### src/rtl/card_pkg.sv
// Card types and scoring helpers shared by the hand datapath and the round FSM.
package card_pkg;

  typedef logic [3:0] card_t;

  localparam card_t CARD_EMPTY = 4'd0;
  localparam card_t CARD_ACE   = 4'd1;
  localparam card_t CARD_TEN   = 4'd10;
  localparam card_t CARD_KING  = 4'd13;

  // Baccarat point value: 1..9 count at face, everything else (empty, tens, faces, illegal) is 0.
  function automatic logic [3:0] card_value(input card_t card);
    return ((card >= CARD_ACE) && (card < CARD_TEN)) ? card : 4'd0;
  endfunction

  function automatic logic [3:0] hand_score(input card_t c1, input card_t c2, input card_t c3);
    logic [4:0] sum;
    sum = {1'b0, card_value(c1)} + {1'b0, card_value(c2)} + {1'b0, card_value(c3)};
    if (sum >= 5'd20) begin
      sum = sum - 5'd20;
    end else if (sum >= 5'd10) begin
      sum = sum - 5'd10;
    end
    return sum[3:0];
  endfunction

endpackage

### src/rtl/card7seg.sv
// Active-low 7-segment glyph for one card slot; bit 0 is segment a, bit 6 is segment g.
module card7seg
  import card_pkg::*;
(
  input  card_t      card,
  output logic [6:0] seg
);

  always_comb begin
    seg = 7'b1111111;
    case (card)
      4'd1:    seg = 7'b0001000; // A
      4'd2:    seg = 7'b0100100;
      4'd3:    seg = 7'b0110000;
      4'd4:    seg = 7'b0011001;
      4'd5:    seg = 7'b0010010;
      4'd6:    seg = 7'b0000010;
      4'd7:    seg = 7'b1111000;
      4'd8:    seg = 7'b0000000;
      4'd9:    seg = 7'b0010000;
      4'd10:   seg = 7'b1000000; // ten shown as 0
      4'd11:   seg = 7'b1100001; // J
      4'd12:   seg = 7'b0011000; // q
      4'd13:   seg = 7'b0001001; // K
      default: seg = 7'b1111111;
    endcase
  end

endmodule

### src/rtl/hand_datapath.sv
// Card source, six hand slots, slot counts and mod-10 scores for the baccarat round FSM.
// Define HAND_HEX_EN to add HEX0..HEX5 seven-segment outputs for the six slots.
module hand_datapath
  import card_pkg::*;
#(
  parameter int unsigned RANK_MAX  = 13,
  parameter int unsigned DECK_SEED = 1
) (
  input  logic       slow_clock,
  input  logic       reset,
  input  logic       load_pcard1,
  input  logic       load_pcard2,
  input  logic       load_pcard3,
  input  logic       load_dcard1,
  input  logic       load_dcard2,
  input  logic       load_dcard3,
  input  logic       deal_hold,
  output card_t      new_card,
  output card_t      pcard3,
  output logic [3:0] pscore,
  output logic [3:0] dscore,
  output logic [1:0] pcount,
  output logic [1:0] dcount
`ifdef HAND_HEX_EN
  ,
  output logic [6:0] HEX0,
  output logic [6:0] HEX1,
  output logic [6:0] HEX2,
  output logic [6:0] HEX3,
  output logic [6:0] HEX4,
  output logic [6:0] HEX5
`endif
);

  localparam card_t RankMax  = card_t'(RANK_MAX);
  localparam card_t DeckSeed = card_t'(DECK_SEED);

  card_t           src_q;
  card_t     [2:0] pslot_q;
  card_t     [2:0] dslot_q;
  logic      [1:0] pcount_q;
  logic      [1:0] dcount_q;
  logic      [2:0] pload;
  logic      [2:0] dload;
  logic      [1:0] pinc;
  logic      [1:0] dinc;
  logic            src_bad;

  assign pload   = {load_pcard3, load_pcard2, load_pcard1};
  assign dload   = {load_dcard3, load_dcard2, load_dcard1};
  assign src_bad = (src_q == CARD_EMPTY) || (src_q > RankMax);

  // Only loads into empty slots add to the count; overwrites leave it alone.
  always_comb begin
    pinc = 2'd0;
    dinc = 2'd0;
    for (int i = 0; i < 3; i++) begin
      if (pload[i] && (pslot_q[i] == CARD_EMPTY)) pinc = pinc + 2'd1;
      if (dload[i] && (dslot_q[i] == CARD_EMPTY)) dinc = dinc + 2'd1;
    end
  end

  always_ff @(posedge slow_clock) begin
    if (reset) begin
      src_q    <= DeckSeed;
      pslot_q  <= '0;
      dslot_q  <= '0;
      pcount_q <= 2'd0;
      dcount_q <= 2'd0;
    end else begin
      // A corrupted source recovers to ace even while held.
      if (src_bad) begin
        src_q <= CARD_ACE;
      end else if (!deal_hold) begin
        src_q <= (src_q == RankMax) ? CARD_ACE : src_q + 4'd1;
      end
      for (int i = 0; i < 3; i++) begin
        if (pload[i]) pslot_q[i] <= src_q;
        if (dload[i]) dslot_q[i] <= src_q;
      end
      pcount_q <= pcount_q + pinc;
      dcount_q <= dcount_q + dinc;
    end
  end

  assign new_card = src_q;
  assign pcard3   = pslot_q[2];
  assign pscore   = hand_score(pslot_q[0], pslot_q[1], pslot_q[2]);
  assign dscore   = hand_score(dslot_q[0], dslot_q[1], dslot_q[2]);
  assign pcount   = pcount_q;
  assign dcount   = dcount_q;

`ifdef HAND_HEX_EN
  card7seg u_hex0 (.card(pslot_q[0]), .seg(HEX0));
  card7seg u_hex1 (.card(pslot_q[1]), .seg(HEX1));
  card7seg u_hex2 (.card(pslot_q[2]), .seg(HEX2));
  card7seg u_hex3 (.card(dslot_q[0]), .seg(HEX3));
  card7seg u_hex4 (.card(dslot_q[1]), .seg(HEX4));
  card7seg u_hex5 (.card(dslot_q[2]), .seg(HEX5));
`endif

endmodule

### config.mk
export PLATFORM = sky130hd
export DESIGN_NAME = hand_datapath
export DESIGN_NICKNAME = d
export VERILOG_FILES = /design/src/rtl/card_pkg.sv /design/src/rtl/card7seg.sv /design/src/rtl/hand_datapath.sv
export SDC_FILE = /design/constraint.sdc
export NUM_CORES = 1
export LEC_CHECK = 0
export CORE_ASPECT_RATIO = 0.7
export CORE_UTILIZATION = 55
export DETAILED_ROUTE_END_ITERATION = 10
export PLACE_DENSITY = 0.79
export SLEW_MARGIN = 10
export SYNTH_ARGS = -nofsm -noshare
export SYNTH_HDL_FRONTEND = slang
export SYNTH_SLANG_ARGS = --single-unit
### constraint.sdc
create_clock -name slow_clock -period 4.3 [get_ports slow_clock]
set_input_delay 0.645 -clock slow_clock [delete_from_list [all_inputs] [get_ports slow_clock]]
set_output_delay 0.645 -clock slow_clock [all_outputs]
set_load 0.05 [all_outputs]
==> flow_metrics.env <==
export IMPL_synth_simple_gate_area_share=0.200
export IMPL_layout_nets=313
export IMPL_drive_above_1_share=0.0903
export IMPL_core_rowCount=19
export IMPL_status="finished clean"
export IMPL_layout_min_cycle_time_ns=4.11
export IMPL_insertion_delay_ns=0.29
export IMPL_hpwl_um=3150
export IMPL_multi_input_area_sq_mm=0.00150
export IMPL_numCtsBuffers=5
export IMPL_hold_path_class="reg -> reg"
export IMPL_synthesis_nets=293
export IMPL_wl_per_cell_um=12.8
export IMPL_r2r_slack_ns=2.26
export IMPL_io_pins=29
export IMPL_syn_inst=256
export IMPL_synth_top_family_by_area="simple AND/OR/NAND/NOR gates"
export IMPL_grt_pass1_wl_um=7290
export IMPL_path_clk_slew_ns=0.06
export IMPL_total_power_w=0.00101
export IMPL_slew_headroom=0.251
export IMPL_synth_distinct_cells=36
export IMPL_io_buffers=28
export IMPL_hold_ws_ns=0.524
export IMPL_postPlaceCellArea_sq_mm=0.00257
export IMPL_die_width_um=78.9
export IMPL_synth_fa_ha_area_frac=0.191
export IMPL_power_density_mw_per_mm2=376
export IMPL_synthXorXnorAreaFrac=0.0500
export IMPL_setup_viol=0
export IMPL_fin_skew_ns=0.00354
export IMPL_worst_pin_slew_ns=1.12
export IMPL_slew_viol_final=0
export IMPL_h_tree_depth=2
export IMPL_drt_pass1_iter_count=4
export IMPL_core_sq_mm=0.00395
export IMPL_cp_start_kind="flop"
export IMPL_initial_core_util=0.577
export IMPL_cp_required_ns=3.65
export IMPL_numClockSinks=32
export IMPL_min_period_over_period=0.957
export IMPL_synth_edff_count=0
export IMPL_muxShareOfSynthArea=0.127
export IMPL_async_flop_share=0
export IMPL_wl_um=4210
export IMPL_route_detailed_drc=0
export IMPL_p_leak_nw=1.26
export IMPL_hold_violations=0
export IMPL_yosys_warnings=0
export IMPL_fmax_ghz=0.243
export IMPL_clock_root_buffer="clkbuf_8"
export IMPL_postRouteAntennaNets=0
export IMPL_ir_worst_vdd_mv=0.287
export IMPL_num_vias=1696
export IMPL_cts_buffer_depth=2
export IMPL_synth_seq_area_share=0.281
export IMPL_end_kind="primary output"
export IMPL_fillers=336
export IMPL_cts_tree="built"
export IMPL_avgSynthCellArea_sq_um=8.90
export IMPL_path_class="reg -> out"
export IMPL_grt_pass1_vias=1613
export IMPL_gp_congestion=0.749
export IMPL_overflow=0
export IMPL_cp_data_arrival_time_ns=3.47
export IMPL_die_area_sq_mm=0.00441
export IMPL_maxCapViolCount=0
export IMPL_grt_usage=0.218
export IMPL_totalNegativeSetupSlack_ns=0
export IMPL_antenna_found_initial=0
export IMPL_final_area_sq_mm=0.00269
export IMPL_rsz0062_at_grt="yes"
export IMPL_seqCellArea_sq_um=642
export IMPL_grt_max_degree=33
export IMPL_synth_compound_area_frac=0.0824
export IMPL_synth_flop_cell="dfxtp_1"
export IMPL_post_place_ws_ns=0.134
export IMPL_drt_iter0_drc=96
export IMPL_crit_fanout=4
export IMPL_viasPerCell=5.16
export IMPL_synth_seq_cells=32
export IMPL_diodes=0
export IMPL_area_delta_synth_final_pct=17.8
export IMPL_syn_area_sq_mm=0.00228
export IMPL_setup_slack_ns=0.186
export IMPL_die_h_um=55.9
## flip-flops by register name (all words and copies together) (netlist names)
signal,flops
dslot_q,12
pslot_q,8
new_card,4
pcard3,4
dcount,2
pcount,2
## metrics by stage
step / utilization / instances
2_1_floorplan: - / 256
3_3_place_gp: 0.651 / 319
4_1_cts: 0.673 / 327
6_report: 0.680 / 329
3_5_place_dp: 0.651 / 319
5_1_grt: 0.680 / 329
## worst max-delay path, stage by stage (launching register included)
cell	delay, ns
dfxtp_1	0.36
nor2b_1	0.23
fa_1	0.46
ha_1	0.24
fa_1	0.42
xor2_2	0.25
inv_1	0.09
ha_1	0.19
a211o_1	0.31
nor3_1	0.16
a21oi_1	0.06
o21ai_1	0.24
buf_12	0.18
## power by group
group | leakage (nW) | internal (W) | switching [W] | total, W
logic | 0.957 | 0.000173 | 0.000246 | 0.000419
registers | 0.262 | 0.000324 | 0.0000280 | 0.000353
clock network | 0.0455 | 0.000130 | 0.000107 | 0.000237
total | 1.26 | 0.000628 | 0.000381 | 0.00101
## placed cells by master, fill, tap and decap left out, types with 9 or more instances in the layout
cell type / Yosys / final
inv_1: 20 / 20
dfxtp_1: 32 / 31
nor2_1: 42 / 42
mux2i_1: 29 / 29
xnor2_1: 9 / 9
nor2b_1: 9 / 9
fa_1: 10 / 10
clkdlybuf4s50_1: 0 / 22
ha_1: 18 / 18
## layout make-up
cell class                 instances  share of cell area
timing repair buffer              30               0.117
tap                               52              0.0242
clock buffer                       8              0.0336
multi-input combinational        187               0.558
sequential                        32               0.239
inverter                          20              0.0280
## path summary, 6_finish.rpt
path                           startpoint                       to  cells past startpoint
hold / removal    dslot_q[4]$_SDFFE_PP0P_  dslot_q[4]$_SDFFE_PP0P_                      2
setup / recovery  pslot_q[5]$_SDFFE_PP0P_                pscore[3]                     12
hold reg to reg   dslot_q[4]$_SDFFE_PP0P_  dslot_q[4]$_SDFFE_PP0P_                      2
setup reg to reg  pslot_q[2]$_SDFFE_PP0P_     pcount[1]$_SDFF_PP0_                      9
## per-layer routing
metal  global-route usage  vias to the layer above  part of all wire
met5                    0                        -                 0
met4               0.0909                        0             0.019
met3               0.0475                       10             0.041
met2                0.303                       34              0.41
met1                0.323                      786              0.53
li1                     -                      866                 -
## cells by family after synthesis
family                     after synthesis
buffers and inverters                   37
and+or+nand+nor                         86
adders and majority gates               29
AOI/OAI and AO/OA                       30
DFF                                     32
xor gates and xnor gates                13
muxes                                   29
## synthesized netlist by cell type (2+ instances only)
| master | instances | area [sq um] |
|---|---|---|
| xnor2_1 | 9 | 78.8 |
| clkbuf_1 | 10 | 37.5 |
| buf_1 | 2 | 7.51 |
| o21ai_0 | 8 | 40.0 |
| fa_1 | 10 | 200 |
| a211oi_1 | 2 | 15.0 |
| a211o_1 | 2 | 17.5 |
| nor3_1 | 3 | 15.0 |
| nand3_1 | 5 | 25.0 |
| nor4b_4 | 2 | 47.6 |
| mux2i_1 | 29 | 290 |
| and2_1 | 4 | 25.0 |
| nor2_1 | 42 | 158 |
| nand2_1 | 6 | 22.5 |
| or2_4 | 2 | 17.5 |
| dfxtp_1 | 32 | 641 |
| nor2b_1 | 9 | 56.3 |
| ha_1 | 18 | 225 |
| nand2b_1 | 8 | 50.1 |
| a21o_1 | 2 | 15.0 |
| a21oi_1 | 8 | 40.0 |
| buf_4 | 4 | 30.0 |
| or2_2 | 2 | 12.5 |
| inv_1 | 20 | 75.1 |
| xor2_1 | 4 | 35.0 |
| a21boi_0 | 3 | 22.5 |
## what timing repair did
action | CTS | global route
buffers inserted | 0 | 2
pin swaps | 0 | 1
setup endpoints to repair | 1 | 5
gates cloned | 0 | 0
resized for setup | 1 | 6
hold buffers | 0 | 0
Power figures use the tool's default switching activity.
